<file path="src/rtl/byte_fetch_unit.sv">
// byte_fetch_unit: instruction-side front end that assembles a 32-bit
// little-endian instruction from four byte reads of a shared RAM port,
// with a one-word buffer for repeated fetches of the same address.
module byte_fetch_unit #(
  parameter int ADDR_W = 32,
  parameter int DATA_W = 32
) (
  input  logic              clk,
  input  logic              rst,
  input  logic              rdy,
  input  logic              req_i,
  input  logic [ADDR_W-1:0] addr_i,
  input  logic              flush_i,
  input  logic              inval_i,
  input  logic              grant_i,
  input  logic [7:0]        mem_din,
  output logic [ADDR_W-1:0] mem_a_o,
  output logic              mem_rd_o,
  output logic              busy_o,
  output logic              done_o,
  output logic [DATA_W-1:0] inst_o
);

  typedef enum logic [1:0] {
    IDLE,
    FETCH,
    DONE
  } state_t;

  state_t            state;
  logic [ADDR_W-1:0] base;
  logic [ADDR_W-1:0] buf_addr;
  logic [DATA_W-1:0] buf_data;
  logic              buf_valid;
  logic              pending;
  logic [2:0]        iss;
  logic [2:0]        rcv;
  logic [7:0]        byte_q [3];
  logic              issue;

  // Issue decision and RAM port drive; the grant is only valid this cycle,
  // so address and read strobe follow it combinationally.
  always_comb begin
    issue    = (state == FETCH) && grant_i && (iss < 3'd4) && !flush_i;
    mem_a_o  = issue ? (base + ADDR_W'(iss)) : '0;
    mem_rd_o = issue && rdy;
    busy_o   = (state != IDLE);
    // A flush in the DONE cycle cancels the completion pulse.
    done_o   = (state == DONE) && !(flush_i && rdy);
  end

  // Fetch sequencing: issue counter, in-flight capture, assembly and buffer.
  always_ff @(posedge clk) begin
    if (!rst) begin
      state     <= IDLE;
      base      <= '0;
      buf_addr  <= '0;
      buf_data  <= '0;
      buf_valid <= 1'b0;
      pending   <= 1'b0;
      iss       <= '0;
      rcv       <= '0;
      inst_o    <= '0;
      for (int unsigned i = 0; i < 3; i++) byte_q[i] <= '0;
    end else if (rdy) begin
      case (state)
        IDLE: begin
          if (req_i && !flush_i) begin
            if (buf_valid && (buf_addr == addr_i)) begin
              inst_o <= buf_data;
              state  <= DONE;
            end else begin
              base    <= addr_i;
              iss     <= '0;
              rcv     <= '0;
              pending <= 1'b0;
              state   <= FETCH;
            end
          end
        end
        FETCH: begin
          if (flush_i) begin
            pending <= 1'b0;
            state   <= IDLE;
          end else begin
            pending <= issue;
            if (issue) iss <= iss + 3'd1;
            if (pending) begin
              rcv <= rcv + 3'd1;
              if (rcv == 3'd3) begin
                inst_o    <= {mem_din, byte_q[2], byte_q[1], byte_q[0]};
                buf_data  <= {mem_din, byte_q[2], byte_q[1], byte_q[0]};
                buf_addr  <= base;
                buf_valid <= 1'b1;
                state     <= DONE;
              end else begin
                byte_q[rcv[1:0]] <= mem_din;
              end
            end
          end
        end
        DONE:    state <= IDLE;
        default: state <= IDLE;
      endcase
      // Placed last so an invalidate coinciding with completion wins over the load.
      if (inval_i) buf_valid <= 1'b0;
    end
  end

endmodule

</file>
<file path="config.mk">
export PLATFORM = sky130hd
export DESIGN_NAME = byte_fetch_unit
export DESIGN_NICKNAME = d
export VERILOG_FILES = /design/src/rtl/byte_fetch_unit.sv
export SDC_FILE = /design/constraint.sdc
export NUM_CORES = 1
export LEC_CHECK = 0
export BUFFER_PORTS_ARGS = -buffer_cell sky130_fd_sc_hd__buf_2
export CAP_MARGIN = 10
export CORE_MARGIN = 2
export CORE_UTILIZATION = 45
export DETAILED_ROUTE_END_ITERATION = 8
export PLACE_DENSITY = 0.68
export SYNTH_ARGS = -nofsm -noshare
export SYNTH_HDL_FRONTEND = slang
export SYNTH_SLANG_ARGS = --single-unit
</file>
<file path="constraint.sdc">
create_clock -name clk -period 2.2 [get_ports clk]
set_input_delay 0.22 -clock clk [delete_from_list [all_inputs] [get_ports clk]]
set_output_delay 0.22 -clock clk [all_outputs]
set_load 0.03 [all_outputs]
</file>
# Yosys cells after proc, flatten, opt, wreduce, memory -nomap -nowiden
# Memory sizes are Yosys's and may differ from the RTL's.
# Index checks and enable logic that the tools add are counted.
# Widths: inputs -> output; s select.
# totals
ff_bits,138
mem_bits_rw,24
output_inout_bits,67
memories,1
# memory_table
name,depth,word_bits,rd,rd_ports_with_merged_regs,wr,line_no,rtl
byte_q,3,8,3,0,3,38,logic [7:0] byte_q [3];
# op_classes
addsub,3
order_cmp,1
n_eq_ne,14
mux,41
bitwise_logic,2
n_reduce_logical,25
# ops
operator,count
$mux 32,6
$pmux 32 s2,1
$add 32x3->32,1
$eq 32x32->1,1
$mux 3,6
$mux 1,17
$mux 2,6
$ne 2x2->1 const B,6
$pmux 3 s2,2
$reduce_and 4->1,3
$reduce_and 6->1,2
$reduce_and 5->1,2
$reduce_bool 2->1,5
$logic_and 1x1->1,8
$mux 8,1
$reduce_or 8->1,1
$reduce_and 7->1,1
$add 3x1->3 const B,2
$ne 2x1->1 const B,2
$pmux 2 s2,1
$eq 3x2->1 const B,1
$lt 3x3->1 const B,1
$ne 3x2->1 const B,1
$ne 3x3->1 const B,1
other kinds (6),8

# Depth between registers and ports, before layout
# depth
depth_word,10
ltp_mapped,8
ltp_nobuf,8

# Worst setup path before layout
# OpenSTA, ideal clock, no wires.
# synth_timing
path_kind,register to output
from,register iss[0]
to,output port mem_a_o[24]
arrival_ns,2.158
required_ns,1.980
slack_ns,-0.178
stages_incl_launch_ff,9
cell_sequence,dfxtp_1 > ha_1 > fa_1 > a21oi_1 > nor4_1 > and2_1 > nand4_1 > xor2_1 > nor2_1
# synth_via
elab_chain_len,4
# synth_rtl
element,line_no,rtl
from (decl),36,logic [2:0] iss;
from (signal assigned),87,if (issue) iss <= iss + 3'd1;
"parallel branches: the longest is 3 deep, another holds $add 32x3->32",n/a,
$mux 32 (*),45,mem_a_o = issue ? (base + ADDR_W'(iss)) : '0;
to (decl),17,"output logic [ADDR_W-1:0] mem_a_o,"
# Mark *: on every way between the ends.

# Final worst setup path
# layout_timing
from,register base[0]
to,output port mem_a_o[30]
# layout_via
elab_chain_len,2
# layout_rtl
element,line_no,rtl
from (decl),31,logic [ADDR_W-1:0] base;
from (signal assigned),73,base <= addr_i;
$add 32x3->32,45,
$mux 32,45,
# Every way passes these cells.

==> impl_metrics.csv <==
group,metric,value,unit
timing,fmax,402.6,MHz
global_routing,antenna_found_initial,2,
placed_design,io_buffers,113,
detailed_routing,drt-total-wl,22420,um
detailed_routing,drcViolationCount,0,
worst_setup_path,r2r_slack,-0.17,ns
final_layout,layout-drive-gt1-share,31.79,%
worst_setup_path,cp-end-kind,"output port",
worst_setup_path,timing.rr.end,"inst_o[14]",
synth,ys_seq_area_share,45.34,%
synth,syn_area,7682,um^2
worst_setup_path,crit_fanout,5,
die,initial_utilization,46.16,%
run,drv_cap,0,
timing,min_period,2.484,ns
synth,synth_seq_cells,162,
final_layout,final_area,10320,um^2
synth,postSynthAreaPerCell,8.622,um^2
synth,synth_warnings,0,
timing,rsz0062_at_grt,"true",
die,dieWidth,134.7,um
detailed_routing,firstDrtPassIters,6,
worst_setup_path,worst-setup-path-type,"reg -> out",
synth,netlist_instances,891,
clocking,clockBufferDepth,2,
die,row_count,47,
clocking,root_buffer,"clkbuf_16",
final_layout,n_antenna_cell,0,
clocking,clk_latency,0.44,ns
placed_design,dp_cells,1226,
hold_path,worstHoldPathType,"in -> reg",
worst_setup_path,reg2reg_depth,9,
detailed_routing,ant_nets,0,
final_layout,fillCellCount,1360,
status,violations,"negative setup slack",
die,dieArea,18130,um^2
clocking,cts_tree,"yes",
global_routing,grt_pass1_vias,6641,
placed_design,dpl-instance-area,8899,um^2
timing,slew_viol_final,0,
placed_design,place_hpwl,13640,um
synth,async_flop_share,0,%
detailed_routing,post_drt_wl_per_cell,17.56,um
power_and_ir_drop,p_leak,3.928,nW
timing,finalHoldViolCount,0,
clocking,cts_made_buffers,17,
worst_setup_path,crit_slowest_cell,"dfxtp_2",
clocking,clock_sinks,162,
worst_setup_path,timing.rr.start,"buf_addr[16]",
die,die_h,134.7,um
clocking,path_clk_slew,0.07,ns
global_routing,grt_pass1_wl,34440,um
global_routing,grt_usage,24.20,%
worst_setup_path,crit_start,"base[0]",
final_layout,instances_no_fill,1277,
synth,yosysUniqueCellTypes,48,
final_layout,multiInputGateArea,4382,um^2
timing,tightest_slew,0.7440,ns
detailed_routing,drt_iter0_drc,576,
global_routing,grt_max_degree,106,
synth,syn_nets,948,
power_and_ir_drop,power.total,6.506,mW
die,core,16640,um^2
timing,worst_clock_skew,0.01345,ns
placed_design,post-place-ws,-0.1192,ns
power_and_ir_drop,irDropWorstVdd,610.3,uV
worst_setup_path,max_stage_delay,0.37,ns
timing,maxSlewHeadroom,50.40,%
timing,post-route-period-util,112.9,%
timing,setup_viol,87,
power_and_ir_drop,power_density,630.3,nW/um^2
placed_design,gp_congestion,0.8480,
final_layout,seqCellArea,3502,um^2
synth,synth_ff_type,"dfxtp_1",
global_routing,grt-ovfl-total,0,
timing,setup_slack,-0.2841,ns
clocking,htreeDepth,4,
synth,synth-edff-count,24,
worst_setup_path,critPathLaunchType,"flip-flop",
worst_setup_path,crit_path_end,"mem_a_o[30]",
die,pin_count,114,
detailed_routing,viasPerCell,5.530,
final_layout,nets,1101,
status,outcome,"complete, but fails checks",
final_layout,areaGrowthSynthToFinish,34.35,%
detailed_routing,vias,7062,
worst_setup_path,crit_arrival,2.26,ns
worst_setup_path,crit_required,1.98,ns
worst_setup_path,cp_cell_sequence,"ha_4 -> fa_2 -> a21oi_4 -> nor4_4 -> and2_4 -> nand4_1 -> xnor2_1 -> nor2_2 -> buf_6",
==> cells by family (layout without fill, tap and decap cells) <==
logic type	count (synthesis)	in the layout	share of synthesized area, %
xor+xnor	53	53	6.042
fa+ha+maj	10	10	1.726
flops	162	162	45.34
mux	67	67	8.746
simple gates	352	352	20.31
buf+inv	81	247	4.430
compound gates	166	166	13.40
==> registers in the layout, summed over array words and instances, names as in the netlist <==
name,flops
pending,1
buf_data,32
inst_o,32
base,32
state,2
iss,3
rcv,3
byte_q,24
buf_valid,1
buf_addr,32
==> final cells by class <==
| class | instances | area share, % |
|---|---|---|
| Clock buffer | 17 | 4.122 |
| Clock inverter | 15 | 1.200 |
| Inverter | 18 | 0.6668 |
| Multi-Input combinational cell | 648 | 42.45 |
| Sequential cell | 162 | 33.93 |
| Tap cell | 220 | 2.667 |
| Timing Repair Buffer | 197 | 14.96 |
==> where the power goes <==
| part | leakage, nW | switching, mW | internal, mW | total [mW] |
|---|---|---|---|---|
| clock | 0.269 | 1.36 | 1.48 | 2.84 |
| sequential | 1.37 | 0.0323 | 3.04 | 3.07 |
| combinational | 2.29 | 0.362 | 0.232 | 0.594 |
==> layout by cell type, fill, tap and decap left out, drive strengths merged, types with 6 or more instances in the layout <==
cell type and count:
a211oi 37, a21oi 71, a31oi 34, and3 29
buf 193, clkbuf 20, clkinv 7, dfxtp 138
edfxtp 24, ha 9, inv 24, mux2i 66
nand2 210, nand3 18, nand4 10, nor2 48
nor2b 6, nor3 6, nor4 8, o21ai 8
xnor2 17, xor2 36
==> routing by layer <==
layer  wire (um)  vias up  GRT usage (%)
li1            -     3388              -
met1        9486     3398          31.35
met2       11220      240          40.50
met3        1310       34          4.880
met4         394        2          7.953
met5          13        -              0
==> per-stage QoR <==
step	utilization, %	setup TNS, ns	hold WS [ns]
final	62.02	-8.976	0.03589
after CTS	59.66	-5.255	0.03200
after detailed placement	53.47	-2.686	0.4275
after global placement	53.47	-3.981	0.4294
after global routing	62.02	-16.04	0.04467
after floorplan	-	0	0.3156
==> Yosys cell counts, drive strengths merged (6+ instances only) <==
| cell | number | area [um^2] |
|---|---|---|
| xor2 | 36 | 315.3 |
| edfxtp | 24 | 720.7 |
| and3 | 29 | 181.4 |
| buf | 18 | 103.8 |
| a31oi | 34 | 212.7 |
| nor4 | 8 | 56.30 |
| clkbuf | 45 | 168.9 |
| nand4 | 10 | 62.56 |
| o21ai | 8 | 40.04 |
| nand3 | 18 | 90.09 |
| ha | 9 | 112.6 |
| inv | 17 | 63.81 |
| nor3 | 6 | 35.03 |
| nor2 | 48 | 180.2 |
| dfxtp | 138 | 2763 |
| a211oi | 37 | 277.8 |
| mux2i | 66 | 660.6 |
| nand2 | 210 | 788.3 |
| nor2b | 6 | 37.54 |
| a21oi | 71 | 355.3 |
| xnor2 | 17 | 148.9 |
==> how the worst min path moves through the flow <==
stage / startpoint / to / cells past startpoint
after detailed placement: inval_i / buf_valid / 2
after global placement: inval_i / buf_valid / 2
after CTS: addr_i[12] / base[12] / 3
after global routing: addr_i[29] / base[29] / 3
after floorplan: rdy / buf_valid / 1
final: addr_i[12] / base[12] / 3
==> critical path: cells and delay by family, from the launching register on <==
| family | cells | cell delay, ns |
|---|---|---|
| and+or+nand+nor | 4 | 0.64 |
| DFF | 1 | 0.37 |
| AOI/OAI and AO/OA | 1 | 0.07 |
| adders and majority gates | 2 | 0.38 |
| buffers and inverters | 1 | 0.14 |
| xor gates and xnor gates | 1 | 0.22 |
==> what timing repair did <==
action / in CTS / in global routing
pin swaps: 31 / 33
cloned: 3 / 2
hold buffers: 1 / 0
endpoints found under the setup margin: 98 / 79
gates resized for setup: 80 / 84
buffers inserted: 14 / 6
endpoints found under the hold margin: 1 / 0
Power figures use the tool's default switching activity.
